$ cat config.mk
export PLATFORM = sky130hd
export DESIGN_NAME = oled_cmd_sequencer
export DESIGN_NICKNAME = d
export VERILOG_FILES = /design/src/rtl/oled_pkg.sv /design/src/rtl/oled_init_rom.sv /design/src/rtl/oled_cmd_sequencer.sv
export SDC_FILE = /design/constraint.sdc
export NUM_CORES = 1
export LEC_CHECK = 0
export CAP_MARGIN = 20
export CORE_ASPECT_RATIO = 1.5
export CORE_MARGIN = 3
export CORE_UTILIZATION = 35
export CTS_CLUSTER_SIZE = 10
export DETAILED_ROUTE_END_ITERATION = 7
export GPL_TIMING_DRIVEN = 0
export SLEW_MARGIN = 40
export SYNTH_ARGS = -nofsm -noshare
export SYNTH_HDL_FRONTEND = slang
export SYNTH_HIERARCHICAL = 1
export SYNTH_SLANG_ARGS = --single-unit
$ cat constraint.sdc
create_clock -name clk_50m -period 2.4 [get_ports clk_50m]
set_input_delay 0.48 -clock clk_50m [delete_from_list [all_inputs] [get_ports clk_50m]]
set_output_delay 0.48 -clock clk_50m [all_outputs]
set_load 0.05 [all_outputs]
$ cat src/rtl/oled_pkg.sv
// ----------------------------------------------------------------------------
// oled_pkg
// Shared definitions for the SSD1306 OLED command sequencer:
//   - I2C control bytes that prefix every payload (command vs. GDDRAM data)
//   - page / column addressing commands used to clear the panel
//   - panel geometry (8 pages x 128 columns) and init table length
//   - sequencer state encoding and clear sub-phase encoding
// No ports (package).
// ----------------------------------------------------------------------------
package oled_pkg;

  localparam logic [7:0] CTRL_CMD      = 8'h00;
  localparam logic [7:0] CTRL_DATA     = 8'h40;

  localparam logic [7:0] CMD_PAGE_BASE = 8'hB0;
  localparam logic [7:0] CMD_COL_LO    = 8'h00;
  localparam logic [7:0] CMD_COL_HI    = 8'h10;

  localparam int unsigned NUM_PAGES    = 8;
  localparam int unsigned NUM_COLS     = 128;
  localparam int unsigned INIT_ROM_LEN = 25;

  typedef enum logic [2:0] {
    ST_PWRUP = 3'd0,
    ST_INIT  = 3'd1,
    ST_CLEAR = 3'd2,
    ST_READY = 3'd3,
    ST_ISSUE = 3'd4,
    ST_WAIT  = 3'd5,
    ST_GAP   = 3'd6,
    ST_ERROR = 3'd7
  } seq_state_t;

  // Within one page: three addressing commands, then the data run.
  typedef enum logic [1:0] {
    CLR_PAGE   = 2'd0,
    CLR_COL_LO = 2'd1,
    CLR_COL_HI = 2'd2,
    CLR_DATA   = 2'd3
  } clr_phase_t;

  function automatic int unsigned max3(input int unsigned a,
                                       input int unsigned b,
                                       input int unsigned c);
    int unsigned m;
    m = a;
    if (b > m) m = b;
    if (c > m) m = c;
    return m;
  endfunction

endpackage

$ cat src/rtl/oled_init_rom.sv
// ----------------------------------------------------------------------------
// oled_init_rom
// Combinational SSD1306 128x64 power-on init table.
// Ports:
//   idx      in   5  table index (0 .. INIT_ROM_LEN-1)
//   rom_byte out  8  command byte at idx (NOP 8'hE3 beyond the table)
//   last_idx out  5  index of the final table entry (table length - 1)
// ----------------------------------------------------------------------------
module oled_init_rom
  import oled_pkg::*;
(
  input  logic [4:0] idx,
  output logic [7:0] rom_byte,
  output logic [4:0] last_idx
);

  assign last_idx = 5'(INIT_ROM_LEN - 1);

  always_comb begin
    rom_byte = 8'hE3;
    case (idx)
      5'd0:  rom_byte = 8'hAE;  // display off
      5'd1:  rom_byte = 8'hD5;  // clock divide
      5'd2:  rom_byte = 8'h80;
      5'd3:  rom_byte = 8'hA8;  // multiplex ratio
      5'd4:  rom_byte = 8'h3F;
      5'd5:  rom_byte = 8'hD3;  // display offset
      5'd6:  rom_byte = 8'h00;
      5'd7:  rom_byte = 8'h40;  // start line 0
      5'd8:  rom_byte = 8'h8D;  // charge pump
      5'd9:  rom_byte = 8'h14;
      5'd10: rom_byte = 8'h20;  // addressing mode: page
      5'd11: rom_byte = 8'h02;
      5'd12: rom_byte = 8'hA1;  // segment remap
      5'd13: rom_byte = 8'hC8;  // COM scan reversed
      5'd14: rom_byte = 8'hDA;  // COM pins
      5'd15: rom_byte = 8'h12;
      5'd16: rom_byte = 8'h81;  // contrast
      5'd17: rom_byte = 8'hCF;
      5'd18: rom_byte = 8'hD9;  // precharge
      5'd19: rom_byte = 8'hF1;
      5'd20: rom_byte = 8'hDB;  // VCOMH deselect
      5'd21: rom_byte = 8'h40;
      5'd22: rom_byte = 8'hA4;  // resume from RAM
      5'd23: rom_byte = 8'hA6;  // normal (non-inverted)
      5'd24: rom_byte = 8'hAF;  // display on
      default: rom_byte = 8'hE3;
    endcase
  end

endmodule

$ cat src/rtl/oled_cmd_sequencer.sv
// ----------------------------------------------------------------------------
// oled_cmd_sequencer
// Feeds the OLED I2C byte-write driver one {addr, ctrl, payload} transaction
// at a time: power-up hold-off, SSD1306 init table, optional GDDRAM clear,
// then host command/data pass-through with a valid/ready handshake.
// Ports:
//   clk_50m     in   1   system clock
//   rst_n       in   1   asynchronous active-low reset
//   reinit      in   1   pulse; restart init from READY or ERROR
//   host_valid  in   1   host byte available
//   host_dc     in   1   0 = command, 1 = GDDRAM data
//   host_byte   in   8   host payload
//   host_ready  out  1   high only in READY
//   init_done   out  1   high from first READY until reset/reinit
//   busy        out  1   high except in READY and ERROR
//   err_timeout out  1   sticky driver-timeout flag
//   iic_slave   out  16  {SLAVE_ADDR, ctrl}, stable request..done
//   iic_wr_req  out  1   one-cycle request pulse
//   iic_wr_data out  8   payload, stable request..done
//   iic_wr_done in   1   one-cycle completion pulse
// ----------------------------------------------------------------------------
module oled_cmd_sequencer
  import oled_pkg::*;
#(
  parameter logic [7:0]  SLAVE_ADDR     = 8'h78,
  parameter int unsigned POWERUP_CYCLES = 5_000_000,
  parameter int unsigned GAP_CYCLES     = 16,
  parameter int unsigned TIMEOUT_CYCLES = 2_000_000,
  parameter bit          CLEAR_EN       = 1'b1
) (
  input  logic        clk_50m,
  input  logic        rst_n,
  input  logic        reinit,
  input  logic        host_valid,
  input  logic        host_dc,
  input  logic [7:0]  host_byte,
  output logic        host_ready,
  output logic        init_done,
  output logic        busy,
  output logic        err_timeout,
  output logic [15:0] iic_slave,
  output logic        iic_wr_req,
  output logic [7:0]  iic_wr_data,
  input  logic        iic_wr_done
);

  // One counter serves PWRUP, WAIT and GAP since they never overlap.
  localparam int unsigned CNT_MAX = max3(POWERUP_CYCLES, GAP_CYCLES, TIMEOUT_CYCLES);
  localparam int          CNT_W   = $clog2(CNT_MAX + 1);

  localparam logic [CNT_W-1:0] PWR_LOAD = CNT_W'(POWERUP_CYCLES - 1);
  localparam logic [CNT_W-1:0] GAP_LOAD = CNT_W'(GAP_CYCLES - 1);
  // WAIT counts cycles since the request (1 in the first WAIT cycle), so the
  // flag becomes visible exactly TIMEOUT_CYCLES cycles after iic_wr_req.
  localparam logic [CNT_W-1:0] TO_LAST  = CNT_W'(TIMEOUT_CYCLES - 1);

  localparam logic [6:0] COL_LAST  = 7'(NUM_COLS - 1);
  localparam logic [2:0] PAGE_LAST = 3'(NUM_PAGES - 1);

  seq_state_t       state_q, state_d;
  seq_state_t       origin_q, origin_d;
  logic [CNT_W-1:0] cnt_q, cnt_d;
  logic [4:0]       idx_q, idx_d;
  logic [2:0]       page_q, page_d;
  logic [6:0]       col_q, col_d;
  clr_phase_t       phase_q, phase_d;
  logic [7:0]       ctrl_q, ctrl_d;
  logic [7:0]       data_q, data_d;
  logic             req_q, req_d;
  logic             host_ready_q, host_ready_d;
  logic             busy_q, busy_d;
  logic             init_done_q, init_done_d;
  logic             err_q, err_d;

  logic [7:0]       rom_byte;
  logic [4:0]       rom_last;

  oled_init_rom u_rom (
    .idx      (idx_q),
    .rom_byte (rom_byte),
    .last_idx (rom_last)
  );

  always_comb begin
    state_d     = state_q;
    origin_d    = origin_q;
    cnt_d       = cnt_q;
    idx_d       = idx_q;
    page_d      = page_q;
    col_d       = col_q;
    phase_d     = phase_q;
    ctrl_d      = ctrl_q;
    data_d      = data_q;
    err_d       = err_q;
    init_done_d = init_done_q;

    case (state_q)
      ST_PWRUP: begin
        if (cnt_q == '0) begin
          state_d = ST_INIT;
          idx_d   = '0;
        end else begin
          cnt_d = cnt_q - 1'b1;
        end
      end

      ST_INIT: begin
        ctrl_d   = CTRL_CMD;
        data_d   = rom_byte;
        origin_d = ST_INIT;
        state_d  = ST_ISSUE;
      end

      ST_CLEAR: begin
        origin_d = ST_CLEAR;
        state_d  = ST_ISSUE;
        case (phase_q)
          CLR_PAGE: begin
            ctrl_d = CTRL_CMD;
            data_d = CMD_PAGE_BASE + {5'd0, page_q};
          end
          CLR_COL_LO: begin
            ctrl_d = CTRL_CMD;
            data_d = CMD_COL_LO;
          end
          CLR_COL_HI: begin
            ctrl_d = CTRL_CMD;
            data_d = CMD_COL_HI;
          end
          default: begin
            ctrl_d = CTRL_DATA;
            data_d = 8'h00;
          end
        endcase
      end

      ST_READY: begin
        // reinit wins over a same-cycle host byte; the byte is not consumed.
        if (reinit) begin
          state_d     = ST_INIT;
          idx_d       = '0;
          err_d       = 1'b0;
          init_done_d = 1'b0;
        end else if (host_valid) begin
          ctrl_d   = host_dc ? CTRL_DATA : CTRL_CMD;
          data_d   = host_byte;
          origin_d = ST_READY;
          state_d  = ST_ISSUE;
        end
      end

      ST_ISSUE: begin
        cnt_d   = CNT_W'(1);
        state_d = ST_WAIT;
      end

      ST_WAIT: begin
        // done is checked first so a done on the terminal count still succeeds
        if (iic_wr_done) begin
          cnt_d   = GAP_LOAD;
          state_d = ST_GAP;
        end else if (cnt_q == TO_LAST) begin
          err_d   = 1'b1;
          state_d = ST_ERROR;
        end else begin
          cnt_d = cnt_q + 1'b1;
        end
      end

      ST_GAP: begin
        if (cnt_q != '0) begin
          cnt_d = cnt_q - 1'b1;
        end else begin
          case (origin_q)
            ST_INIT: begin
              if (idx_q == rom_last) begin
                if (CLEAR_EN) begin
                  state_d = ST_CLEAR;
                  page_d  = '0;
                  col_d   = '0;
                  phase_d = CLR_PAGE;
                end else begin
                  state_d = ST_READY;
                end
              end else begin
                idx_d   = idx_q + 1'b1;
                state_d = ST_INIT;
              end
            end
            ST_CLEAR: begin
              state_d = ST_CLEAR;
              if (phase_q != CLR_DATA) begin
                phase_d = clr_phase_t'(phase_q + 2'd1);
              end else if (col_q == COL_LAST) begin
                col_d   = '0;
                phase_d = CLR_PAGE;
                if (page_q == PAGE_LAST) state_d = ST_READY;
                else                     page_d  = page_q + 1'b1;
              end else begin
                col_d = col_q + 1'b1;
              end
            end
            default: state_d = ST_READY;
          endcase
        end
      end

      ST_ERROR: begin
        if (reinit) begin
          state_d     = ST_INIT;
          idx_d       = '0;
          err_d       = 1'b0;
          init_done_d = 1'b0;
        end
      end

      default: state_d = ST_PWRUP;
    endcase

    // Outputs are registered from the next state so they line up with it.
    req_d        = (state_d == ST_ISSUE);
    host_ready_d = (state_d == ST_READY);
    busy_d       = (state_d != ST_READY) && (state_d != ST_ERROR);
    if (state_d == ST_READY) init_done_d = 1'b1;
  end

  always_ff @(posedge clk_50m or negedge rst_n) begin
    if (!rst_n) begin
      state_q      <= ST_PWRUP;
      origin_q     <= ST_INIT;
      cnt_q        <= PWR_LOAD;
      idx_q        <= '0;
      page_q       <= '0;
      col_q        <= '0;
      phase_q      <= CLR_PAGE;
      ctrl_q       <= CTRL_CMD;
      data_q       <= 8'h00;
      req_q        <= 1'b0;
      host_ready_q <= 1'b0;
      busy_q       <= 1'b1;
      init_done_q  <= 1'b0;
      err_q        <= 1'b0;
    end else begin
      state_q      <= state_d;
      origin_q     <= origin_d;
      cnt_q        <= cnt_d;
      idx_q        <= idx_d;
      page_q       <= page_d;
      col_q        <= col_d;
      phase_q      <= phase_d;
      ctrl_q       <= ctrl_d;
      data_q       <= data_d;
      req_q        <= req_d;
      host_ready_q <= host_ready_d;
      busy_q       <= busy_d;
      init_done_q  <= init_done_d;
      err_q        <= err_d;
    end
  end

  assign iic_slave   = {SLAVE_ADDR, ctrl_q};
  assign iic_wr_data = data_q;
  assign iic_wr_req  = req_q;
  assign host_ready  = host_ready_q;
  assign busy        = busy_q;
  assign init_done   = init_done_q;
  assign err_timeout = err_q;

endmodule

Yosys cells after proc, flatten, opt, wreduce, memory -nomap -nowiden. Memories as Yosys holds them, arrays and structs flattened. Index checks and enable logic that the tools add are counted. Widths: inputs -> output; s select.

Add/subtract/negate cells: 7. Equality and inequality tests: 37. Multiplexer cells: 55. Bitwise operators: 1. Reductions and logical operators: 23.

Operators by type and width (number): $mux 23 (4); $pmux 23 s4 (1); $pmux 8 s3 (2); $mux 3 (13); $mux 7 (5); $mux 8 (4); $ne 2x2->1 const B (14); $mux 5 (5); $add 23x1->23 const B (1); $eq 23x21->1 const B (1); $logic_not 23->1 (1); $reduce_bool 23->1 (1); $sub 23x1->23 const B (1); $pmux 3 s7 (1); $eq 3x3->1 const B (6); $pmux 8 s2 (1); $pmux 5 s3 (1); $pmux 7 s2 (1); $eq 3x2->1 const B (4); $pmux 3 s2 (2); $reduce_and 5->1 (2); $ne 3x3->1 const B (3); $pmux 3 s3 (1); $add 8x3->8 const A (1); other kinds (29) (47).

Bits in registers: 67. Bits in read-only memories: 256. Input bits: 14. Output and inout bits: 29. Word-level logic and storage cells: 138. Memories kept: 1.

Memory list: (name not given) (words 32, bits a word 8, rd ports 1, clocked after memory_dff 0, wr ports 0, RTL line oled_init_rom.sv:21) `case (idx)`.

Depth between registers and ports, before layout.
Word-level depth: 10. Mapped depth: 10. Depth with buffers taken out: 8.

Cells and area by module. Netlist, hierarchy kept.

By module, submodules not included: oled_cmd_sequencer (times used 1, cells each 513, area each 4285.4 um^2, sequential area each 1495.2 um^2); oled_init_rom (times used 1, cells each 75, area each 506.7 um^2, sequential area each 0.0 um^2).

Worst setup path after synthesis. Ideal clock, no wire load.

Path kind: reg-to-reg. Start point: register cnt_q[0]. End point: register col_q[5]. Library setup time: 121 ps. Data arrival time: 2232 ps. Required time: 2279 ps. Setup slack: 48 ps. Cell stages (with the launch flop): 9. Buffers on the path: 1. Period minus slack after synthesis: 2352 ps. Path through: dfstp_2 -> inv_1 -> ha_1 -> or4b_4 -> or3_4 -> a2111oi_4 -> nand2_2 -> buf_2 -> a22o_1.

Longest elaborated chain between the ends: 3.

Ends and longest elaborated chain: start, declared (RTL line oled_cmd_sequencer.sv:62) `logic [CNT_W-1:0] cnt_q, cnt_d;`; start signal, assigned (RTL line oled_cmd_sequencer.sv:246) `cnt_q <= cnt_d;`; $reduce_bool 23->1 (RTL line oled_cmd_sequencer.sv:171) `if (cnt_q != '0) begin`; $not 1->1 (no line); $reduce_and 5->1 (no line); end signal, assigned (RTL line oled_cmd_sequencer.sv:249) `col_q <= col_d;`; end, declared (RTL line oled_cmd_sequencer.sv:65) `logic [6:0] col_q, col_d;`.

Every way passes these cells. A chain may end at the register's enable or synchronous reset.

Worst setup path after layout.
Start point: register cnt_q[0]. End point: register col_q[4].

Same word-level chain as after synthesis.

==> run summary <==
outcome - complete, but fails checks
violations in the final reports - setup timing
clock period minus worst slack - 2.44 ns
final hold viol count - 0
Post-CTS Hold Fix Bufs - 0
library cell used as clock root buffer - sky130_fd_sc_hd__clkbuf_16
multiplexer share of the synthesized area - 0.418%
Inst Count DP - 791
first-pass GRT wire length - 23.8 mm
Worst Path Class, Setup - reg -> reg
commonest non-fill, non-tap cells in the layout - sky130_fd_sc_hd__nor2_1 (46), sky130_fd_sc_hd__nand2_1 (45), sky130_fd_sc_hd__a21oi_1 (44)
Power Internal - 4.22 mW
maximum clock frequency - 410 MHz
source of the critical timing path - cnt_q[0]
relative slew slack - 59.4%
vias per std cell - 5.99
fillcell total - 1309
remaining number of nets flagged by the antenna check after routing - 0
net switching power figure - 4.22 mW
post-route clock skew - 0.00727 ns
final instance count without filler cells - 819
number of max-cap violations - 0
largest family of logic cells by synthesized area - compound AO/OA/AOI/OAI gates
area share of xor/xnor cells in the synthesized design - 1.64%
share of power burned in combinational logic - 63.0%
clock tree from TritonCTS - yes
maximum fanout count along the critical path - 6
Hold Path Class - in -> async
critical path endpoint category - register
complex-gate fraction of the synthesized area - 28.1%
sequential standard cell area - 1500 sq um
flip-flop and latch count after synthesis - 59
adder and majority cell fraction of the synthesized area - 4.96%
total power per unit cell area - 1400 nW/um^2
Final setup viols - 8
via count of the first global-routing pass - 4671
Die Outline Area - 15200 sq um
share of flip-flops with an asynchronous set or reset - 100%
DRT Wirelength - 15.1 mm
Top FF cell, synth - sky130_fd_sc_hd__dfrtp_1
number of standard cells after synthesis - 588
gr ovfl total - 0
Final Power - 8.44 mW
clock transition time at the flip-flop clock pins of the worst setup and hold paths - 0.05 ns
actual transition at the worst max-transition pin - 0.605 ns
setup repair after global routing missed its margin - yes
depth of the worst register-to-register path - 9
number of buffers added by the clock tree synthesis step - 9
# diodes - 0
final cell utilization of the core - 45.6%
most common cell after layout, fill and taps aside - sky130_fd_sc_hd__nor2_1
I/O pin count - 43
maximum buffer depth of the clock tree - 2
clock sink count - 59
synthesized-area fraction occupied by and/or/nand/nor cells - 24.3%
number of antenna violations at the first check in global routing - 0
P_leak - 2.49 nW
Slew Viols, Final - 0
Starting DRT DRC Count - 302
routability congestion estimate - 0.957
clock network fraction of design power - 14.6%
residual DRC count - 0
Distinct cells, synth - 79
Arrival @ worst endpoint - 2.66 ns
Detailed Place HPWL - 10.8 mm
post-synthesis instance area - 4790 sq um
final worst-path cycle share - 102%
Core Area - 13200 sq um
area added between synthesis and finish - 25.8%
VDD IR max - 0.000501 V
drt wl/cell - 18.4 um
level count of the clock H-tree - 3
vias post-DR - 4908
Flop pwr share - 22.4%
Total Neg Setup Slack - -0.180 ns
Die H - 149 um
switch share - 50.0%
number of iterations in the first detailed-routing pass - 5
Cell Rows - 51
average instance area after synthesis - 8.15 sq um
worst setup margin - -0.0413 ns
overall die width - 102 um
worst hold slack - 0.0405 ns
fraction of final layout cells with drive strength greater than 1 - 23.6%
final-stage net count - 688
worst skew pair latency - 0.34 ns
startpoint of the worst-slack reg-to-reg timing path - cnt_q[0]
warnings from Yosys - 6
count of buffers inserted at the top-level ports - 27
maximum number of pins on one net before global-route repair - 40
global-route total usage across every layer - 19.8%
Critical Path RT - 2.62 ns
Post-synth EDFFs - 0
sequential element share of the synthesized area - 31.2%
Worst setup SP type - register
initial standard-cell utilization of the core - 36.3%
combined area of the multi-input logic cells - 3170 sq um
[critical path: stages, from the launching register on]
cell and delay, ns:
sky130_fd_sc_hd__dfstp_2 0.38, sky130_fd_sc_hd__inv_2 0.08, sky130_fd_sc_hd__ha_4 0.13, sky130_fd_sc_hd__or4b_4 0.49
sky130_fd_sc_hd__or3_4 0.39, sky130_fd_sc_hd__a2111oi_4 0.32, sky130_fd_sc_hd__nand2_2 0.17, sky130_fd_sc_hd__buf_6 0.17
sky130_fd_sc_hd__o21ai_2 0.11, sky130_fd_sc_hd__o31ai_2 0.08
[repair_timing]
item / in CTS / in global routing
setup endpoints to repair: 47 / 48
pin swaps: 9 / 12
resized for setup: 45 / 30
cloned: 1 / 0
buffers inserted: 9 / 6
[stage by stage]
stage	setup slack [ns]	area [sq um]
after floorplan	0.0475	4850
after CTS	-0.0103	5900
after global routing	-0.127	6030
final	-0.0413	6030
after detailed placement	-0.559	5350
after global placement	-1.16	5320
[layout make-up]
cell class              instances  share of cell area, %
flip-flops and latches         59                   24.8
clock inverters                 2                  0.166
plain buffers                  57                   6.56
well taps                     159                   3.30
clock buffers                  14                   4.55
repair buffers                 44                   6.83
multi-input cells             464                   52.5
inverters                      20                   1.25
[state kept, by name, summed over array words and instances (netlist names), 2 cells and up]
name / flops
iic_wr_data: 8
idx_q: 5
state_q: 3
phase_q: 2
origin_q: 2
page_q: 3
cnt_q: 23
col_q: 7
[cell families after synthesis]
group	Yosys count
flip-flops	59
AND/OR/NAND/NOR	215
other	4
adder cells (fa/ha/maj)	19
XOR/XNOR	9
AO/OA/AOI/OAI	199
buffers and inverters	81
multiplexers	2
[layer usage]
| layer | share of wire [%] | GRT usage (%) | vias to the layer above |
|---|---|---|---|
| met4 | 4.5 | 11.2 | 0 |
| met2 | 51 | 34.2 | 208 |
| met5 | 0 | 0 | - |
| met3 | 5.6 | 3.88 | 53 |
| li1 | - | - | 2292 |
| met1 | 39 | 22.4 | 2355 |
[power groups by stage]
stage                     clock network (mW)  registers, mW  logic, mW
after floorplan                            0           2.01       3.05
after global placement                     0           1.78       4.50
after detailed placement                   0           1.80       4.58
after CTS                               1.27           1.81       5.05
after global routing                    1.31           1.94       5.72
final                                   1.24           1.89       5.31
[final timing paths]
kind                             endpoint  slack [ns]
min                              idx_q[2]        0.04
min in group clk_50m       iic_wr_data[2]        0.48
max in group asynchronous            busy        1.77
max reg2reg                      col_q[4]       -0.04
min reg2reg                iic_wr_data[2]        0.48
max                              col_q[4]       -0.04
[synth_stat cells (5+ instances only)]
cell	n	area [sq um]
sky130_fd_sc_hd__or4_1	5	37.5
sky130_fd_sc_hd__nand4_1	10	62.6
sky130_fd_sc_hd__nand3_1	25	125
sky130_fd_sc_hd__nor3_1	16	80.1
sky130_fd_sc_hd__o21ai_1	14	70.1
sky130_fd_sc_hd__nand2_1	47	176
sky130_fd_sc_hd__dfrtp_1	44	1100
sky130_fd_sc_hd__nand2b_1	10	62.6
sky130_fd_sc_hd__o22ai_1	10	62.6
sky130_fd_sc_hd__o31ai_1	20	150
sky130_fd_sc_hd__o211ai_1	6	45.0
sky130_fd_sc_hd__buf_6	5	56.3
sky130_fd_sc_hd__buf_4	23	173
sky130_fd_sc_hd__buf_2	8	40.0
sky130_fd_sc_hd__xor2_1	6	52.6
sky130_fd_sc_hd__nor2_1	48	180
sky130_fd_sc_hd__a31oi_1	17	106
sky130_fd_sc_hd__clkbuf_1	24	90.1
sky130_fd_sc_hd__a21oi_1	45	225
sky130_fd_sc_hd__dfstp_2	15	394
sky130_fd_sc_hd__or3_1	5	31.3
sky130_fd_sc_hd__and3_1	6	37.5
sky130_fd_sc_hd__nor4_1	10	62.6
sky130_fd_sc_hd__nor2b_1	7	43.8
sky130_fd_sc_hd__a22oi_1	6	45.0
sky130_fd_sc_hd__o21ai_0	32	160
sky130_fd_sc_hd__ha_1	19	238
sky130_fd_sc_hd__inv_1	16	60.1
(Power assumes the default switching activity.)
